$ cat src/rtl/mobilenet_if.sv
// mobilenet_if: 32-bit AXI4 memory-mapped bundle with master/slave views.
interface mobilenet_if;
  logic        awid;
  logic [31:0] awaddr;
  logic [7:0]  awlen;
  logic [2:0]  awsize;
  logic [1:0]  awburst;
  logic        awlock;
  logic [3:0]  awcache;
  logic [2:0]  awprot;
  logic [3:0]  awqos;
  logic        awvalid;
  logic        awready;
  logic [31:0] wdata;
  logic [3:0]  wstrb;
  logic        wlast;
  logic        wvalid;
  logic        wready;
  logic        bid;
  logic [1:0]  bresp;
  logic        bvalid;
  logic        bready;
  logic        arid;
  logic [31:0] araddr;
  logic [7:0]  arlen;
  logic [2:0]  arsize;
  logic [1:0]  arburst;
  logic        arlock;
  logic [3:0]  arcache;
  logic [2:0]  arprot;
  logic [3:0]  arqos;
  logic        arvalid;
  logic        arready;
  logic        rid;
  logic [31:0] rdata;
  logic [1:0]  rresp;
  logic        rlast;
  logic        rvalid;
  logic        rready;
  modport master (
    output awid, awaddr, awlen, awsize, awburst, awlock, awcache, awprot, awqos, awvalid,
    output wdata, wstrb, wlast, wvalid, bready,
    output arid, araddr, arlen, arsize, arburst, arlock, arcache, arprot, arqos, arvalid, rready,
    input  awready, wready, bid, bresp, bvalid, arready, rid, rdata, rresp, rlast, rvalid
  );
  modport slave (
    input  awid, awaddr, awlen, awsize, awburst, awlock, awcache, awprot, awqos, awvalid,
    input  wdata, wstrb, wlast, wvalid, bready,
    input  arid, araddr, arlen, arsize, arburst, arlock, arcache, arprot, arqos, arvalid, rready,
    output awready, wready, bid, bresp, bvalid, arready, rid, rdata, rresp, rlast, rvalid
  );
endinterface

$ cat src/rtl/mobilenet.sv
// mobilenet: 4-byte signed dot product of image words with one weight word over AXI bursts; MOBILENET_RELU_EN clamps negatives.
module mobilenet #(
  parameter logic [31:0] IMG_ADDR   = 32'h0000_0000,
  parameter logic [31:0] WGT_ADDR   = 32'h0001_0000,
  parameter logic [31:0] OUT_ADDR   = 32'h0002_0000,
  parameter int          NUM_BURSTS = 4
) (
  input  logic       clk,
  input  logic       rstn,
  mobilenet_if.master m_axi_img,
  mobilenet_if.master m_axi_input,
  mobilenet_if.master m_axi_output
);
  typedef enum logic [3:0] {IDLE, WGT_AR, WGT_R, IMG_AR, IMG_R, OUT_AW, OUT_W, OUT_B, DONE} state_t;
  state_t      state;
  logic [31:0] wgt;
  logic [31:0] res_buf [16];
  logic [3:0]  beat;
  logic [15:0] burst;
  logic        img_arvalid, img_rready, in_arvalid, in_rready;
  logic        out_awvalid, out_wvalid, out_bready;
  logic [31:0] dot, res;
  logic [31:0] burst_off;
  logic        unused;
  function automatic logic [31:0] sx(input logic [7:0] b);
    return {{24{b[7]}}, b};
  endfunction
  always_comb begin
    dot = '0;
    for (int k = 0; k < 4; k++) dot = dot + sx(m_axi_img.rdata[8*k+:8]) * sx(wgt[8*k+:8]);
`ifdef MOBILENET_RELU_EN
    res = dot[31] ? '0 : dot;
`else
    res = dot;
`endif
  end
  assign burst_off = {10'b0, burst, 6'b0};
  // image read channel
  assign m_axi_img.arid    = 1'b0;
  assign m_axi_img.araddr  = IMG_ADDR + burst_off;
  assign m_axi_img.arlen   = 8'd15;
  assign m_axi_img.arsize  = 3'b010;
  assign m_axi_img.arburst = 2'b01;
  assign m_axi_img.arlock  = 1'b0;
  assign m_axi_img.arcache = 4'd0;
  assign m_axi_img.arprot  = 3'd0;
  assign m_axi_img.arqos   = 4'd0;
  assign m_axi_img.arvalid = img_arvalid;
  assign m_axi_img.rready  = img_rready;
  assign m_axi_img.awid    = 1'b0;
  assign m_axi_img.awaddr  = '0;
  assign m_axi_img.awlen   = '0;
  assign m_axi_img.awsize  = 3'b010;
  assign m_axi_img.awburst = 2'b01;
  assign m_axi_img.awlock  = 1'b0;
  assign m_axi_img.awcache = 4'd0;
  assign m_axi_img.awprot  = 3'd0;
  assign m_axi_img.awqos   = 4'd0;
  assign m_axi_img.awvalid = 1'b0;
  assign m_axi_img.wdata   = '0;
  assign m_axi_img.wstrb   = '0;
  assign m_axi_img.wlast   = 1'b0;
  assign m_axi_img.wvalid  = 1'b0;
  assign m_axi_img.bready  = 1'b1;
  // weight read channel
  assign m_axi_input.arid    = 1'b0;
  assign m_axi_input.araddr  = WGT_ADDR;
  assign m_axi_input.arlen   = 8'd0;
  assign m_axi_input.arsize  = 3'b010;
  assign m_axi_input.arburst = 2'b01;
  assign m_axi_input.arlock  = 1'b0;
  assign m_axi_input.arcache = 4'd0;
  assign m_axi_input.arprot  = 3'd0;
  assign m_axi_input.arqos   = 4'd0;
  assign m_axi_input.arvalid = in_arvalid;
  assign m_axi_input.rready  = in_rready;
  assign m_axi_input.awid    = 1'b0;
  assign m_axi_input.awaddr  = '0;
  assign m_axi_input.awlen   = '0;
  assign m_axi_input.awsize  = 3'b010;
  assign m_axi_input.awburst = 2'b01;
  assign m_axi_input.awlock  = 1'b0;
  assign m_axi_input.awcache = 4'd0;
  assign m_axi_input.awprot  = 3'd0;
  assign m_axi_input.awqos   = 4'd0;
  assign m_axi_input.awvalid = 1'b0;
  assign m_axi_input.wdata   = '0;
  assign m_axi_input.wstrb   = '0;
  assign m_axi_input.wlast   = 1'b0;
  assign m_axi_input.wvalid  = 1'b0;
  assign m_axi_input.bready  = 1'b1;
  // result write channel
  assign m_axi_output.awid    = 1'b0;
  assign m_axi_output.awaddr  = OUT_ADDR + burst_off;
  assign m_axi_output.awlen   = 8'd15;
  assign m_axi_output.awsize  = 3'b010;
  assign m_axi_output.awburst = 2'b01;
  assign m_axi_output.awlock  = 1'b0;
  assign m_axi_output.awcache = 4'd0;
  assign m_axi_output.awprot  = 3'd0;
  assign m_axi_output.awqos   = 4'd0;
  assign m_axi_output.awvalid = out_awvalid;
  assign m_axi_output.wdata   = res_buf[beat];
  assign m_axi_output.wstrb   = 4'hF;
  assign m_axi_output.wlast   = beat == 4'd15;
  assign m_axi_output.wvalid  = out_wvalid;
  assign m_axi_output.bready  = out_bready;
  assign m_axi_output.arid    = 1'b0;
  assign m_axi_output.araddr  = '0;
  assign m_axi_output.arlen   = '0;
  assign m_axi_output.arsize  = 3'b010;
  assign m_axi_output.arburst = 2'b01;
  assign m_axi_output.arlock  = 1'b0;
  assign m_axi_output.arcache = 4'd0;
  assign m_axi_output.arprot  = 3'd0;
  assign m_axi_output.arqos   = 4'd0;
  assign m_axi_output.arvalid = 1'b0;
  assign m_axi_output.rready  = 1'b1;
  assign unused = ^{m_axi_img.awready, m_axi_img.wready, m_axi_img.bid, m_axi_img.bresp, m_axi_img.bvalid,
                    m_axi_img.rid, m_axi_img.rresp, m_axi_img.rlast,
                    m_axi_input.awready, m_axi_input.wready, m_axi_input.bid, m_axi_input.bresp,
                    m_axi_input.bvalid, m_axi_input.rid, m_axi_input.rresp, m_axi_input.rlast,
                    m_axi_output.bid, m_axi_output.bresp, m_axi_output.arready, m_axi_output.rid,
                    m_axi_output.rdata, m_axi_output.rresp, m_axi_output.rlast, m_axi_output.rvalid};
  // beat counts image beats in IMG_R and wraps to 0 so OUT_W starts at result[0]
  always_ff @(posedge clk or negedge rstn) begin
    if (!rstn) begin
      state       <= IDLE;
      wgt         <= '0;
      beat        <= '0;
      burst       <= '0;
      img_arvalid <= 1'b0;
      img_rready  <= 1'b0;
      in_arvalid  <= 1'b0;
      in_rready   <= 1'b0;
      out_awvalid <= 1'b0;
      out_wvalid  <= 1'b0;
      out_bready  <= 1'b0;
      for (int i = 0; i < 16; i++) res_buf[i] <= '0;
    end else begin
      case (state)
        IDLE: begin
          in_arvalid <= 1'b1;
          state      <= WGT_AR;
        end
        WGT_AR: if (m_axi_input.arready) begin
          in_arvalid <= 1'b0;
          in_rready  <= 1'b1;
          state      <= WGT_R;
        end
        WGT_R: if (m_axi_input.rvalid) begin
          wgt         <= m_axi_input.rdata;
          in_rready   <= 1'b0;
          img_arvalid <= 1'b1;
          state       <= IMG_AR;
        end
        IMG_AR: if (m_axi_img.arready) begin
          img_arvalid <= 1'b0;
          img_rready  <= 1'b1;
          beat        <= '0;
          state       <= IMG_R;
        end
        IMG_R: if (m_axi_img.rvalid) begin
          res_buf[beat] <= res;
          beat          <= beat + 4'd1;
          if (beat == 4'd15) begin
            img_rready  <= 1'b0;
            out_awvalid <= 1'b1;
            state       <= OUT_AW;
          end
        end
        OUT_AW: if (m_axi_output.awready) begin
          out_awvalid <= 1'b0;
          out_wvalid  <= 1'b1;
          state       <= OUT_W;
        end
        OUT_W: if (m_axi_output.wready) begin
          beat <= beat + 4'd1;
          if (beat == 4'd15) begin
            out_wvalid <= 1'b0;
            out_bready <= 1'b1;
            state      <= OUT_B;
          end
        end
        OUT_B: if (m_axi_output.bvalid) begin
          out_bready <= 1'b0;
          if (burst == 16'(NUM_BURSTS - 1)) state <= DONE;
          else begin
            burst       <= burst + 16'd1;
            img_arvalid <= 1'b1;
            state       <= IMG_AR;
          end
        end
        default: ;
      endcase
    end
  end
endmodule

$ cat src/flat_wrapper.sv
// flat-port wrapper written by rule: the top's interface ports become plain ports
module mobilenet_flat 
#(
  parameter logic [31:0] IMG_ADDR   = 32'h0000_0000,
  parameter logic [31:0] WGT_ADDR   = 32'h0001_0000,
  parameter logic [31:0] OUT_ADDR   = 32'h0002_0000,
  parameter int          NUM_BURSTS = 4
)
  (clk, rstn, m_axi_img_awid, m_axi_img_awaddr, m_axi_img_awlen, m_axi_img_awsize, m_axi_img_awburst, m_axi_img_awlock, m_axi_img_awcache, m_axi_img_awprot, m_axi_img_awqos, m_axi_img_awvalid, m_axi_img_wdata, m_axi_img_wstrb, m_axi_img_wlast, m_axi_img_wvalid, m_axi_img_bready, m_axi_img_arid, m_axi_img_araddr, m_axi_img_arlen, m_axi_img_arsize, m_axi_img_arburst, m_axi_img_arlock, m_axi_img_arcache, m_axi_img_arprot, m_axi_img_arqos, m_axi_img_arvalid, m_axi_img_rready, m_axi_img_awready, m_axi_img_wready, m_axi_img_bid, m_axi_img_bresp, m_axi_img_bvalid, m_axi_img_arready, m_axi_img_rid, m_axi_img_rdata, m_axi_img_rresp, m_axi_img_rlast, m_axi_img_rvalid, m_axi_input_awid, m_axi_input_awaddr, m_axi_input_awlen, m_axi_input_awsize, m_axi_input_awburst, m_axi_input_awlock, m_axi_input_awcache, m_axi_input_awprot, m_axi_input_awqos, m_axi_input_awvalid, m_axi_input_wdata, m_axi_input_wstrb, m_axi_input_wlast, m_axi_input_wvalid, m_axi_input_bready, m_axi_input_arid, m_axi_input_araddr, m_axi_input_arlen, m_axi_input_arsize, m_axi_input_arburst, m_axi_input_arlock, m_axi_input_arcache, m_axi_input_arprot, m_axi_input_arqos, m_axi_input_arvalid, m_axi_input_rready, m_axi_input_awready, m_axi_input_wready, m_axi_input_bid, m_axi_input_bresp, m_axi_input_bvalid, m_axi_input_arready, m_axi_input_rid, m_axi_input_rdata, m_axi_input_rresp, m_axi_input_rlast, m_axi_input_rvalid, m_axi_output_awid, m_axi_output_awaddr, m_axi_output_awlen, m_axi_output_awsize, m_axi_output_awburst, m_axi_output_awlock, m_axi_output_awcache, m_axi_output_awprot, m_axi_output_awqos, m_axi_output_awvalid, m_axi_output_wdata, m_axi_output_wstrb, m_axi_output_wlast, m_axi_output_wvalid, m_axi_output_bready, m_axi_output_arid, m_axi_output_araddr, m_axi_output_arlen, m_axi_output_arsize, m_axi_output_arburst, m_axi_output_arlock, m_axi_output_arcache, m_axi_output_arprot, m_axi_output_arqos, m_axi_output_arvalid, m_axi_output_rready, m_axi_output_awready, m_axi_output_wready, m_axi_output_bid, m_axi_output_bresp, m_axi_output_bvalid, m_axi_output_arready, m_axi_output_rid, m_axi_output_rdata, m_axi_output_rresp, m_axi_output_rlast, m_axi_output_rvalid);
  mobilenet_if m_axi_img_i ();
  mobilenet_if m_axi_input_i ();
  mobilenet_if m_axi_output_i ();
  input  logic clk;
  input  logic rstn;
  output wire logic [$bits(m_axi_img_i.awid)-1:0] m_axi_img_awid;
  output wire logic [$bits(m_axi_img_i.awaddr)-1:0] m_axi_img_awaddr;
  output wire logic [$bits(m_axi_img_i.awlen)-1:0] m_axi_img_awlen;
  output wire logic [$bits(m_axi_img_i.awsize)-1:0] m_axi_img_awsize;
  output wire logic [$bits(m_axi_img_i.awburst)-1:0] m_axi_img_awburst;
  output wire logic [$bits(m_axi_img_i.awlock)-1:0] m_axi_img_awlock;
  output wire logic [$bits(m_axi_img_i.awcache)-1:0] m_axi_img_awcache;
  output wire logic [$bits(m_axi_img_i.awprot)-1:0] m_axi_img_awprot;
  output wire logic [$bits(m_axi_img_i.awqos)-1:0] m_axi_img_awqos;
  output wire logic [$bits(m_axi_img_i.awvalid)-1:0] m_axi_img_awvalid;
  output wire logic [$bits(m_axi_img_i.wdata)-1:0] m_axi_img_wdata;
  output wire logic [$bits(m_axi_img_i.wstrb)-1:0] m_axi_img_wstrb;
  output wire logic [$bits(m_axi_img_i.wlast)-1:0] m_axi_img_wlast;
  output wire logic [$bits(m_axi_img_i.wvalid)-1:0] m_axi_img_wvalid;
  output wire logic [$bits(m_axi_img_i.bready)-1:0] m_axi_img_bready;
  output wire logic [$bits(m_axi_img_i.arid)-1:0] m_axi_img_arid;
  output wire logic [$bits(m_axi_img_i.araddr)-1:0] m_axi_img_araddr;
  output wire logic [$bits(m_axi_img_i.arlen)-1:0] m_axi_img_arlen;
  output wire logic [$bits(m_axi_img_i.arsize)-1:0] m_axi_img_arsize;
  output wire logic [$bits(m_axi_img_i.arburst)-1:0] m_axi_img_arburst;
  output wire logic [$bits(m_axi_img_i.arlock)-1:0] m_axi_img_arlock;
  output wire logic [$bits(m_axi_img_i.arcache)-1:0] m_axi_img_arcache;
  output wire logic [$bits(m_axi_img_i.arprot)-1:0] m_axi_img_arprot;
  output wire logic [$bits(m_axi_img_i.arqos)-1:0] m_axi_img_arqos;
  output wire logic [$bits(m_axi_img_i.arvalid)-1:0] m_axi_img_arvalid;
  output wire logic [$bits(m_axi_img_i.rready)-1:0] m_axi_img_rready;
  input wire logic [$bits(m_axi_img_i.awready)-1:0] m_axi_img_awready;
  input wire logic [$bits(m_axi_img_i.wready)-1:0] m_axi_img_wready;
  input wire logic [$bits(m_axi_img_i.bid)-1:0] m_axi_img_bid;
  input wire logic [$bits(m_axi_img_i.bresp)-1:0] m_axi_img_bresp;
  input wire logic [$bits(m_axi_img_i.bvalid)-1:0] m_axi_img_bvalid;
  input wire logic [$bits(m_axi_img_i.arready)-1:0] m_axi_img_arready;
  input wire logic [$bits(m_axi_img_i.rid)-1:0] m_axi_img_rid;
  input wire logic [$bits(m_axi_img_i.rdata)-1:0] m_axi_img_rdata;
  input wire logic [$bits(m_axi_img_i.rresp)-1:0] m_axi_img_rresp;
  input wire logic [$bits(m_axi_img_i.rlast)-1:0] m_axi_img_rlast;
  input wire logic [$bits(m_axi_img_i.rvalid)-1:0] m_axi_img_rvalid;
  output wire logic [$bits(m_axi_input_i.awid)-1:0] m_axi_input_awid;
  output wire logic [$bits(m_axi_input_i.awaddr)-1:0] m_axi_input_awaddr;
  output wire logic [$bits(m_axi_input_i.awlen)-1:0] m_axi_input_awlen;
  output wire logic [$bits(m_axi_input_i.awsize)-1:0] m_axi_input_awsize;
  output wire logic [$bits(m_axi_input_i.awburst)-1:0] m_axi_input_awburst;
  output wire logic [$bits(m_axi_input_i.awlock)-1:0] m_axi_input_awlock;
  output wire logic [$bits(m_axi_input_i.awcache)-1:0] m_axi_input_awcache;
  output wire logic [$bits(m_axi_input_i.awprot)-1:0] m_axi_input_awprot;
  output wire logic [$bits(m_axi_input_i.awqos)-1:0] m_axi_input_awqos;
  output wire logic [$bits(m_axi_input_i.awvalid)-1:0] m_axi_input_awvalid;
  output wire logic [$bits(m_axi_input_i.wdata)-1:0] m_axi_input_wdata;
  output wire logic [$bits(m_axi_input_i.wstrb)-1:0] m_axi_input_wstrb;
  output wire logic [$bits(m_axi_input_i.wlast)-1:0] m_axi_input_wlast;
  output wire logic [$bits(m_axi_input_i.wvalid)-1:0] m_axi_input_wvalid;
  output wire logic [$bits(m_axi_input_i.bready)-1:0] m_axi_input_bready;
  output wire logic [$bits(m_axi_input_i.arid)-1:0] m_axi_input_arid;
  output wire logic [$bits(m_axi_input_i.araddr)-1:0] m_axi_input_araddr;
  output wire logic [$bits(m_axi_input_i.arlen)-1:0] m_axi_input_arlen;
  output wire logic [$bits(m_axi_input_i.arsize)-1:0] m_axi_input_arsize;
  output wire logic [$bits(m_axi_input_i.arburst)-1:0] m_axi_input_arburst;
  output wire logic [$bits(m_axi_input_i.arlock)-1:0] m_axi_input_arlock;
  output wire logic [$bits(m_axi_input_i.arcache)-1:0] m_axi_input_arcache;
  output wire logic [$bits(m_axi_input_i.arprot)-1:0] m_axi_input_arprot;
  output wire logic [$bits(m_axi_input_i.arqos)-1:0] m_axi_input_arqos;
  output wire logic [$bits(m_axi_input_i.arvalid)-1:0] m_axi_input_arvalid;
  output wire logic [$bits(m_axi_input_i.rready)-1:0] m_axi_input_rready;
  input wire logic [$bits(m_axi_input_i.awready)-1:0] m_axi_input_awready;
  input wire logic [$bits(m_axi_input_i.wready)-1:0] m_axi_input_wready;
  input wire logic [$bits(m_axi_input_i.bid)-1:0] m_axi_input_bid;
  input wire logic [$bits(m_axi_input_i.bresp)-1:0] m_axi_input_bresp;
  input wire logic [$bits(m_axi_input_i.bvalid)-1:0] m_axi_input_bvalid;
  input wire logic [$bits(m_axi_input_i.arready)-1:0] m_axi_input_arready;
  input wire logic [$bits(m_axi_input_i.rid)-1:0] m_axi_input_rid;
  input wire logic [$bits(m_axi_input_i.rdata)-1:0] m_axi_input_rdata;
  input wire logic [$bits(m_axi_input_i.rresp)-1:0] m_axi_input_rresp;
  input wire logic [$bits(m_axi_input_i.rlast)-1:0] m_axi_input_rlast;
  input wire logic [$bits(m_axi_input_i.rvalid)-1:0] m_axi_input_rvalid;
  output wire logic [$bits(m_axi_output_i.awid)-1:0] m_axi_output_awid;
  output wire logic [$bits(m_axi_output_i.awaddr)-1:0] m_axi_output_awaddr;
  output wire logic [$bits(m_axi_output_i.awlen)-1:0] m_axi_output_awlen;
  output wire logic [$bits(m_axi_output_i.awsize)-1:0] m_axi_output_awsize;
  output wire logic [$bits(m_axi_output_i.awburst)-1:0] m_axi_output_awburst;
  output wire logic [$bits(m_axi_output_i.awlock)-1:0] m_axi_output_awlock;
  output wire logic [$bits(m_axi_output_i.awcache)-1:0] m_axi_output_awcache;
  output wire logic [$bits(m_axi_output_i.awprot)-1:0] m_axi_output_awprot;
  output wire logic [$bits(m_axi_output_i.awqos)-1:0] m_axi_output_awqos;
  output wire logic [$bits(m_axi_output_i.awvalid)-1:0] m_axi_output_awvalid;
  output wire logic [$bits(m_axi_output_i.wdata)-1:0] m_axi_output_wdata;
  output wire logic [$bits(m_axi_output_i.wstrb)-1:0] m_axi_output_wstrb;
  output wire logic [$bits(m_axi_output_i.wlast)-1:0] m_axi_output_wlast;
  output wire logic [$bits(m_axi_output_i.wvalid)-1:0] m_axi_output_wvalid;
  output wire logic [$bits(m_axi_output_i.bready)-1:0] m_axi_output_bready;
  output wire logic [$bits(m_axi_output_i.arid)-1:0] m_axi_output_arid;
  output wire logic [$bits(m_axi_output_i.araddr)-1:0] m_axi_output_araddr;
  output wire logic [$bits(m_axi_output_i.arlen)-1:0] m_axi_output_arlen;
  output wire logic [$bits(m_axi_output_i.arsize)-1:0] m_axi_output_arsize;
  output wire logic [$bits(m_axi_output_i.arburst)-1:0] m_axi_output_arburst;
  output wire logic [$bits(m_axi_output_i.arlock)-1:0] m_axi_output_arlock;
  output wire logic [$bits(m_axi_output_i.arcache)-1:0] m_axi_output_arcache;
  output wire logic [$bits(m_axi_output_i.arprot)-1:0] m_axi_output_arprot;
  output wire logic [$bits(m_axi_output_i.arqos)-1:0] m_axi_output_arqos;
  output wire logic [$bits(m_axi_output_i.arvalid)-1:0] m_axi_output_arvalid;
  output wire logic [$bits(m_axi_output_i.rready)-1:0] m_axi_output_rready;
  input wire logic [$bits(m_axi_output_i.awready)-1:0] m_axi_output_awready;
  input wire logic [$bits(m_axi_output_i.wready)-1:0] m_axi_output_wready;
  input wire logic [$bits(m_axi_output_i.bid)-1:0] m_axi_output_bid;
  input wire logic [$bits(m_axi_output_i.bresp)-1:0] m_axi_output_bresp;
  input wire logic [$bits(m_axi_output_i.bvalid)-1:0] m_axi_output_bvalid;
  input wire logic [$bits(m_axi_output_i.arready)-1:0] m_axi_output_arready;
  input wire logic [$bits(m_axi_output_i.rid)-1:0] m_axi_output_rid;
  input wire logic [$bits(m_axi_output_i.rdata)-1:0] m_axi_output_rdata;
  input wire logic [$bits(m_axi_output_i.rresp)-1:0] m_axi_output_rresp;
  input wire logic [$bits(m_axi_output_i.rlast)-1:0] m_axi_output_rlast;
  input wire logic [$bits(m_axi_output_i.rvalid)-1:0] m_axi_output_rvalid;
  assign m_axi_img_awid = m_axi_img_i.awid;
  assign m_axi_img_awaddr = m_axi_img_i.awaddr;
  assign m_axi_img_awlen = m_axi_img_i.awlen;
  assign m_axi_img_awsize = m_axi_img_i.awsize;
  assign m_axi_img_awburst = m_axi_img_i.awburst;
  assign m_axi_img_awlock = m_axi_img_i.awlock;
  assign m_axi_img_awcache = m_axi_img_i.awcache;
  assign m_axi_img_awprot = m_axi_img_i.awprot;
  assign m_axi_img_awqos = m_axi_img_i.awqos;
  assign m_axi_img_awvalid = m_axi_img_i.awvalid;
  assign m_axi_img_wdata = m_axi_img_i.wdata;
  assign m_axi_img_wstrb = m_axi_img_i.wstrb;
  assign m_axi_img_wlast = m_axi_img_i.wlast;
  assign m_axi_img_wvalid = m_axi_img_i.wvalid;
  assign m_axi_img_bready = m_axi_img_i.bready;
  assign m_axi_img_arid = m_axi_img_i.arid;
  assign m_axi_img_araddr = m_axi_img_i.araddr;
  assign m_axi_img_arlen = m_axi_img_i.arlen;
  assign m_axi_img_arsize = m_axi_img_i.arsize;
  assign m_axi_img_arburst = m_axi_img_i.arburst;
  assign m_axi_img_arlock = m_axi_img_i.arlock;
  assign m_axi_img_arcache = m_axi_img_i.arcache;
  assign m_axi_img_arprot = m_axi_img_i.arprot;
  assign m_axi_img_arqos = m_axi_img_i.arqos;
  assign m_axi_img_arvalid = m_axi_img_i.arvalid;
  assign m_axi_img_rready = m_axi_img_i.rready;
  assign m_axi_img_i.awready = m_axi_img_awready;
  assign m_axi_img_i.wready = m_axi_img_wready;
  assign m_axi_img_i.bid = m_axi_img_bid;
  assign m_axi_img_i.bresp = m_axi_img_bresp;
  assign m_axi_img_i.bvalid = m_axi_img_bvalid;
  assign m_axi_img_i.arready = m_axi_img_arready;
  assign m_axi_img_i.rid = m_axi_img_rid;
  assign m_axi_img_i.rdata = m_axi_img_rdata;
  assign m_axi_img_i.rresp = m_axi_img_rresp;
  assign m_axi_img_i.rlast = m_axi_img_rlast;
  assign m_axi_img_i.rvalid = m_axi_img_rvalid;
  assign m_axi_input_awid = m_axi_input_i.awid;
  assign m_axi_input_awaddr = m_axi_input_i.awaddr;
  assign m_axi_input_awlen = m_axi_input_i.awlen;
  assign m_axi_input_awsize = m_axi_input_i.awsize;
  assign m_axi_input_awburst = m_axi_input_i.awburst;
  assign m_axi_input_awlock = m_axi_input_i.awlock;
  assign m_axi_input_awcache = m_axi_input_i.awcache;
  assign m_axi_input_awprot = m_axi_input_i.awprot;
  assign m_axi_input_awqos = m_axi_input_i.awqos;
  assign m_axi_input_awvalid = m_axi_input_i.awvalid;
  assign m_axi_input_wdata = m_axi_input_i.wdata;
  assign m_axi_input_wstrb = m_axi_input_i.wstrb;
  assign m_axi_input_wlast = m_axi_input_i.wlast;
  assign m_axi_input_wvalid = m_axi_input_i.wvalid;
  assign m_axi_input_bready = m_axi_input_i.bready;
  assign m_axi_input_arid = m_axi_input_i.arid;
  assign m_axi_input_araddr = m_axi_input_i.araddr;
  assign m_axi_input_arlen = m_axi_input_i.arlen;
  assign m_axi_input_arsize = m_axi_input_i.arsize;
  assign m_axi_input_arburst = m_axi_input_i.arburst;
  assign m_axi_input_arlock = m_axi_input_i.arlock;
  assign m_axi_input_arcache = m_axi_input_i.arcache;
  assign m_axi_input_arprot = m_axi_input_i.arprot;
  assign m_axi_input_arqos = m_axi_input_i.arqos;
  assign m_axi_input_arvalid = m_axi_input_i.arvalid;
  assign m_axi_input_rready = m_axi_input_i.rready;
  assign m_axi_input_i.awready = m_axi_input_awready;
  assign m_axi_input_i.wready = m_axi_input_wready;
  assign m_axi_input_i.bid = m_axi_input_bid;
  assign m_axi_input_i.bresp = m_axi_input_bresp;
  assign m_axi_input_i.bvalid = m_axi_input_bvalid;
  assign m_axi_input_i.arready = m_axi_input_arready;
  assign m_axi_input_i.rid = m_axi_input_rid;
  assign m_axi_input_i.rdata = m_axi_input_rdata;
  assign m_axi_input_i.rresp = m_axi_input_rresp;
  assign m_axi_input_i.rlast = m_axi_input_rlast;
  assign m_axi_input_i.rvalid = m_axi_input_rvalid;
  assign m_axi_output_awid = m_axi_output_i.awid;
  assign m_axi_output_awaddr = m_axi_output_i.awaddr;
  assign m_axi_output_awlen = m_axi_output_i.awlen;
  assign m_axi_output_awsize = m_axi_output_i.awsize;
  assign m_axi_output_awburst = m_axi_output_i.awburst;
  assign m_axi_output_awlock = m_axi_output_i.awlock;
  assign m_axi_output_awcache = m_axi_output_i.awcache;
  assign m_axi_output_awprot = m_axi_output_i.awprot;
  assign m_axi_output_awqos = m_axi_output_i.awqos;
  assign m_axi_output_awvalid = m_axi_output_i.awvalid;
  assign m_axi_output_wdata = m_axi_output_i.wdata;
  assign m_axi_output_wstrb = m_axi_output_i.wstrb;
  assign m_axi_output_wlast = m_axi_output_i.wlast;
  assign m_axi_output_wvalid = m_axi_output_i.wvalid;
  assign m_axi_output_bready = m_axi_output_i.bready;
  assign m_axi_output_arid = m_axi_output_i.arid;
  assign m_axi_output_araddr = m_axi_output_i.araddr;
  assign m_axi_output_arlen = m_axi_output_i.arlen;
  assign m_axi_output_arsize = m_axi_output_i.arsize;
  assign m_axi_output_arburst = m_axi_output_i.arburst;
  assign m_axi_output_arlock = m_axi_output_i.arlock;
  assign m_axi_output_arcache = m_axi_output_i.arcache;
  assign m_axi_output_arprot = m_axi_output_i.arprot;
  assign m_axi_output_arqos = m_axi_output_i.arqos;
  assign m_axi_output_arvalid = m_axi_output_i.arvalid;
  assign m_axi_output_rready = m_axi_output_i.rready;
  assign m_axi_output_i.awready = m_axi_output_awready;
  assign m_axi_output_i.wready = m_axi_output_wready;
  assign m_axi_output_i.bid = m_axi_output_bid;
  assign m_axi_output_i.bresp = m_axi_output_bresp;
  assign m_axi_output_i.bvalid = m_axi_output_bvalid;
  assign m_axi_output_i.arready = m_axi_output_arready;
  assign m_axi_output_i.rid = m_axi_output_rid;
  assign m_axi_output_i.rdata = m_axi_output_rdata;
  assign m_axi_output_i.rresp = m_axi_output_rresp;
  assign m_axi_output_i.rlast = m_axi_output_rlast;
  assign m_axi_output_i.rvalid = m_axi_output_rvalid;
  mobilenet #(.IMG_ADDR(IMG_ADDR), .WGT_ADDR(WGT_ADDR), .OUT_ADDR(OUT_ADDR), .NUM_BURSTS(NUM_BURSTS)) u_core (.clk(clk), .rstn(rstn), .m_axi_img(m_axi_img_i), .m_axi_input(m_axi_input_i), .m_axi_output(m_axi_output_i));
endmodule
$ cat config.mk
export PLATFORM = sky130hd
export DESIGN_NAME = mobilenet_flat
export DESIGN_NICKNAME = d
export VERILOG_FILES = /design/src/rtl/mobilenet_if.sv /design/src/rtl/mobilenet.sv /design/src/flat_wrapper.sv
export SDC_FILE = /design/constraint.sdc
export NUM_CORES = 1
export LEC_CHECK = 0
export ABC_AREA = 1
export CAP_MARGIN = 25
export CORE_MARGIN = 4
export CORE_UTILIZATION = 61
export DETAILED_ROUTE_END_ITERATION = 16
export GPL_TIMING_DRIVEN = 0
export MAX_ROUTING_LAYER = met4
export PLACE_DENSITY_LB_ADDON = 0.1
export SYNTH_ARGS = -nofsm -noshare
export SYNTH_HDL_FRONTEND = slang
export SYNTH_SLANG_ARGS = --single-unit
$ cat constraint.sdc
create_clock -name clk -period 13.1 [get_ports clk]
set_input_delay 1.31 -clock clk [delete_from_list [all_inputs] [get_ports clk]]
set_output_delay 1.31 -clock clk [all_outputs]
set_load 0.05 [all_outputs]
==> run metrics, run 1 <==
critical path fanouts, max 10; largest net degree at the start of global routing 123; R2R Setup Slk 5.17 ns; layout cells sized above 1 10.7%; dpl cells between 6,000 and 7,000; Global Route Usage Sum 33.7%; CP max stage cell fa_1; Max VDD drop 97.4 µV; status finished, final reports clean; worst rel slew slack 25.9%; initial DRC count about 3,600; RSZ-0062 raised after global routing false; Req. time, crit path around 14 ns; vias in the first global route approximately 34,000; Worst-path clk slew roughly 0.060 ns; Max Transition Viols Final 0; syn_area_per_cell between 7 and 8 µm²; die area 0.0719 mm²; cts hold-fix bufs 0; Initial Util 61.5%; Detail Route Antenna Nets 0; Num CTS Buffers 59; # setup viols final 0; leading area contributor after synthesis dfrtp_1; area delta synth->final 14.3%; clk buf depth 3; Multi-input gate area roughly 0.022 mm²; Via density between 5 and 6; Hold Path Depth 2; Hold Startpoint u_core.res_buf[56]$_DFFE_PN0P_; top-area cell type share of the netlist area between 30% and 40%; fin crit period between 7 and 8 ns; chip width ~270 µm; Max Clock Freq around 0.13 GHz; Post-DP HPWL 92,200 µm; Die Ht 268 µm; Post-synth EDFFs 0; synthesized cell area 0.0413 mm²; DRC 0; DR vias 35,550; Worst Path Buf+Inv 9; top cells by area, synth dfrtp_1 (35%), nand2_1 (15%), fa_1 (12%), buf_4 (7.5%), inv_1 (6.1%); Min-Delay Path Class flip-flop to flip-flop; Clock Latency Late Sink roughly 0.67 ns; most used flip-flop cell after synthesis dfrtp_1; R2R Path Start u_core.wgt[18]$_DFFE_PN0P_; Sinks on Clock Net roughly 580; port bufs 113; GP Congestion between 0.9 and 1; first-pass GRT wire length between 150,000 and 200,000 µm; library cells used by synthesis 38; delay-heaviest family, CP adder cells; r2r endpoint u_core.res_buf[445]$_DFFE_PN0P_; GRT overflow 0; Final Util about 70%; DR WL/cell 17.3 µm; Max-Cap Viols 0; I/O pin count 608; Rows between 90 and 100; Post CTS Setup Buffer Count 0; CP Class input pin to flip-flop; PD cells approximately 99 mW/mm²; Syn Inst Count approximately 5,300; WHS Endpoint u_core.res_buf[56]$_DFFE_PN0P_; Final period util a little over 60%; Worst R2R Path Depth 32; Commonest cells post-synth nand2_1 (1,607), inv_1 (666), dfrtp_1 (575), buf_4 (413), o21ai_0 (381); CTS tree yes; WL final around 120,000 µm; Leak approximately 27 nW; register area share after synthesis around a third; Detailed Routing Iterations Pass 1 6; fill count roughly 5,700; Async SR Flop Fraction 100%; initial antenna violation count 3; root buffer cell clkbuf_16; Power, Total 4.65 mW; final cell count without fillers 6,846; Arr. time, crit path 8.58 ns; crit-path most repeated cell nand2_1; H-tree Lvls 2; peak per-stage delay on the critical path between 0.7 and 0.8 ns; YS warnings 0; register area approximately 0.014 mm²; actual slew at the worst max-slew pin roughly 1.1 ns; Max Clock Skew ~0.070 ns; CP endpoint kind flip-flop; Core Area between 0.06 and 0.07 mm²; post-synthesis register bit count approximately 580; nets@finish about 6,500; Final Hold Viols 0; top-count cell post-synth nand2_1; nature of the critical path startpoint input pin; Gates resized, CTS repair 0
-- cells by family after synthesis --
| kind of cell | count (synthesis) | synth area share (%) |
|---|---|---|
| compound gates | 644 | 8.28 |
| xor+xnor | 82 | 1.76 |
| other cells | 2 | 0.0182 |
| fa+ha+maj | 393 | 16.5 |
| simple gates | 2275 | 22.2 |
| flops | 575 | 34.9 |
| buf+inv | 1375 | 16.4 |
-- through the flow --
step | worst slack, ns | cell area, µm² | hold slack, ns | setup TNS [ns]
finish | 5.11 | 47200 | 0.472 | 0
floorplan | 5.74 | 42800 | 0.444 | 0
global placement | -15.00 | 45000 | 0.456 | -8565.01
detailed placement | 4.52 | 45200 | 0.460 | 0
global route | 4.59 | 47200 | 0.484 | 0
CTS | 5.20 | 47200 | 0.477 | 0
-- tightest hold or removal path: cells and delay by family, from the launching register on --
kind / cells / cell delay (ns)
flip-flops: 1 / 0.33
AND/OR/NAND/NOR: 2 / 0.11
-- cells in the final DEF, fill, tap and decap left out, types with 10 or more instances in the layout --
cell / count
nand3_2: 12
conb_1: 401
buf_4: 413
inv_2: 20
nor2_1: 336
a21oi_1: 46
buf_1: 10
or2_2: 16
clkbuf_1: 226
ha_1: 140
xor2_1: 44
o21ai_0: 381
nand3_1: 215
o21ai_1: 72
clkdlybuf4s50_1: 112
buf_2: 47
clkinv_2: 14
nand4_1: 44
nor2_2: 12
xnor2_1: 37
nand2_1: 1607
o22ai_1: 128
nor3_1: 15
inv_1: 666
dfrtp_1: 575
clkbuf_16: 59
fa_1: 253
-- registers in the layout, summed over array words and instances, names as in the netlist, 4 cells and up --
register / flops
u_core.state: 4
u_core.wgt: 32
u_core.burst: 16
u_core.res_buf: 512
u_core.beat: 4
-- how the worst max path moves through the flow --
stage | start | end | slack [ns] | cells after the start
floorplan | m_axi_img_rdata[22] | u_core.res_buf[179]$_DFFE_PN0P_ | 5.74 | 30
global placement | rstn | u_core.res_buf[122]$_DFFE_PN0P_ | -15.00 | 1
detailed placement | m_axi_img_rdata[23] | u_core.res_buf[441]$_DFFE_PN0P_ | 4.52 | 32
CTS | m_axi_img_rdata[23] | u_core.res_buf[445]$_DFFE_PN0P_ | 5.20 | 32
global route | m_axi_img_rdata[23] | u_core.res_buf[445]$_DFFE_PN0P_ | 4.59 | 32
finish | m_axi_img_rdata[23] | u_core.res_buf[445]$_DFFE_PN0P_ | 5.11 | 32
-- area by class of cell --
cell class	instances	area share [%]
multi-input combinational	3795	45.8
sequential	575	30.5
buffer	687	8.88
inverter	688	5.47
clock buffer	75	3.41
timing repair buffer	118	2.70
tap	873	2.32
clock inverter	33	0.875
antenna	2	0.0106
-- metal layers --
metal  vias to the layer above  wire, µm  GRT usage (%)
met1                     16841     45400           42.8
met3                       311      9890           5.13
met5                         -         0              -
li1                      16842         -              -
met2                      1556     55900           53.4
met4                         0      6900           16.4
-- power by group --
group          switching, mW  internal (mW)  total [mW]  leakage, nW
Combinational          0.785          0.267        1.05         18.2
Sequential            0.0180           1.81        1.83         7.87
Clock                  0.759           1.01        1.77        0.989
Total                   1.56           3.09        4.65         27.1
Note: power is estimated with default switching activity, not from simulation.
==> run 2, diff against run 1 <==
--- a/config.mk
+++ b/config.mk
@@ -8,7 +8,7 @@
 export ABC_AREA = 1
 export CAP_MARGIN = 25
 export CORE_MARGIN = 4
-export CORE_UTILIZATION = 61
+export CORE_UTILIZATION = 57
 export DETAILED_ROUTE_END_ITERATION = 16
 export GPL_TIMING_DRIVEN = 0
 export MAX_ROUTING_LAYER = met4
==> constraint.sdc (replaced) <==
create_clock -name clk -period 8.3 [get_ports clk]
set_input_delay 0.83 -clock clk [delete_from_list [all_inputs] [get_ports clk]]
set_output_delay 0.83 -clock clk [all_outputs]
set_load 0.05 [all_outputs]
==> run metrics, run 2 (same netlist as run 1, synthesis figures left out) <==
Detail Route Antenna Nets 0; Worst-path clk slew around 0.070 ns; I/O pin count about 610; nets@finish between 6,000 and 7,000; Post-DP HPWL approximately 94,000 µm; fill count between 6,000 and 7,000; GRT overflow 0; PD cells 161 mW/mm²; Max Clock Skew a little over 0.06 ns; final cell count without fillers 6,932; root buffer cell clkbuf_16; port bufs between 100 and 150; nature of the critical path startpoint flip-flop; vias in the first global route ~34,000; Die Ht between 200 and 300 µm; clock power share just over 40%; initial DRC count 3,629; Worst Path Buf+Inv 9; number of flip-flops under the largest register name between 500 and 600; largest net degree at the start of global routing 117; Sinks on Clock Net between 500 and 600; Rows 98; register area 0.0144 mm²; Max VDD drop ~200 µV; actual slew at the worst max-slew pin about 1.2 ns; CTS tree yes; Core Area slightly above 0.07 mm²; R2R Setup Slk 0.55 ns; CP endpoint kind flip-flop; Clock Latency Late Sink around 0.68 ns; Initial Util about 58%; CP Class flip-flop to flip-flop; # setup viols final 0; fin crit period 7.75 ns; initial antenna violation count 3; Final period util roughly 93%; Max Transition Viols Final 0; DR WL/cell approximately 17 µm; Max-Cap Viols 0; sw frac approximately a third; Multi-input gate area roughly 0.022 mm²; Worst R2R Path Depth 31; R2R Path Start u_core.wgt[10]$_DFFE_PN0P_; peak per-stage delay on the critical path approximately 0.74 ns; Num CTS Buffers about 60; clk buf depth 3; GP Congestion 0.975; Via density between 5 and 6; Final Hold Viols 0; chip width between 200 and 300 µm; status finished, final reports clean; crit-path most repeated cell nand2_1; area delta synth->final 15.2%; Min-Delay Path Class input pin to async pin; CP max stage cell fa_1; die area a little under 0.08 mm²; commonest non-fill, non-tap cell in the layout nand2_1; delay-heaviest family, CP adder cells; dpl cells just under 7,000; Detailed Routing Iterations Pass 1 6; Largest Register u_core.res_buf; biggest regs u_core.res_buf x512, u_core.wgt x32, u_core.burst x16; DRC 0; Max Clock Freq 0.129 GHz; DR vias between 30,000 and 40,000; Req. time, crit path roughly 9 ns; WL final ~120,000 µm; Seq pwr share between 30 and 40%; most frequent cells in the layout nand2_1 (1,607), inv_1 (666), dfrtp_1 (575), buf_4 (413), conb_1 (401); Gate power share between 20% and 30%; Gates resized, CTS repair 0; Global Route Usage Sum 31.8%; critical path fanouts, max 10; worst rel slew slack around 22%; cts hold-fix bufs 0; H-tree Lvls 2; Leak 27.2 nW; RSZ-0062 raised after global routing false; layout cells sized above 1 10.8%; first-pass GRT wire length between 150,000 and 200,000 µm; P_sw between 2 and 3 mW; final setup TNS 0 ns; Cell Int Power 5.13 mW; r2r endpoint u_core.res_buf[443]$_DFFE_PN0P_; Post CTS Setup Buffer Count 0; Arr. time, crit path between 8 and 9 ns
run 2: worst max path at each step:
| stage | start | end | depth (start not counted) |
|---|---|---|---|
| floorplan | m_axi_img_rdata[22] | u_core.res_buf[179]$_DFFE_PN0P_ | 30 |
| global placement | rstn | u_core.wgt[17]$_DFFE_PN0P_ | 1 |
| detailed placement | m_axi_img_rdata[15] | u_core.res_buf[435]$_DFFE_PN0P_ | 31 |
| CTS | u_core.wgt[10]$_DFFE_PN0P_ | u_core.res_buf[447]$_DFFE_PN0P_ | 31 |
| global route | u_core.wgt[10]$_DFFE_PN0P_ | u_core.res_buf[443]$_DFFE_PN0P_ | 31 |
| finish | u_core.wgt[10]$_DFFE_PN0P_ | u_core.res_buf[443]$_DFFE_PN0P_ | 31 |
run 2: final cells by class:
cell class,count,share of cell area (%)
clock inverter,40,1.36
timing repair buffer,119,2.70
buffer,687,8.81
tap,950,2.50
inverter,688,5.43
antenna,2,0.0105
clock buffer,76,3.45
multi-input combinational,3795,45.5
sequential,575,30.3
run 2: power groups by stage:
| stage | sequential [mW] | combinational (mW) | clock (mW) |
|---|---|---|---|
| after floorplan | 2.93 | 1.22 | 0 |
| after global placement | 2.94 | 1.57 | 0 |
| after detailed placement | 2.93 | 1.60 | 0 |
| after CTS | 2.88 | 1.61 | 3.13 |
| after global routing | 2.88 | 1.78 | 3.25 |
| final | 2.88 | 1.66 | 3.10 |
run 2: metal layers:
metal | wire, µm | vias to the layer above | part of all wire (%) | global-route usage [%]
li1 | - | 16856 | - | -
met1 | 47000 | 16817 | 39 | 40.3
met2 | 58900 | 1497 | 49 | 52.7
met3 | 9680 | 283 | 8.0 | 4.45
met4 | 5120 | 0 | 4.2 | 11.6
met5 | 0 | - | 0 | -
run 2: through the flow:
| step | hold WS [ns] | setup slack (ns) | cell area (µm²) | total power [mW] | util (%) |
|---|---|---|---|---|---|
| final | 0.119 | 0.550 | 47600 | 7.64 | 66.4 |
| after CTS | 0.135 | 0.564 | 47500 | 7.62 | 66.4 |
| after global routing | 0.167 | 0.0129 | 47600 | 7.92 | 66.4 |
| after detailed placement | 0.460 | 0.284 | 45200 | 4.53 | 63.2 |
| after floorplan | 0.444 | 1.42 | 42800 | 4.15 | - |
| after global placement | 0.456 | -19.74 | 45100 | 4.51 | 63.0 |
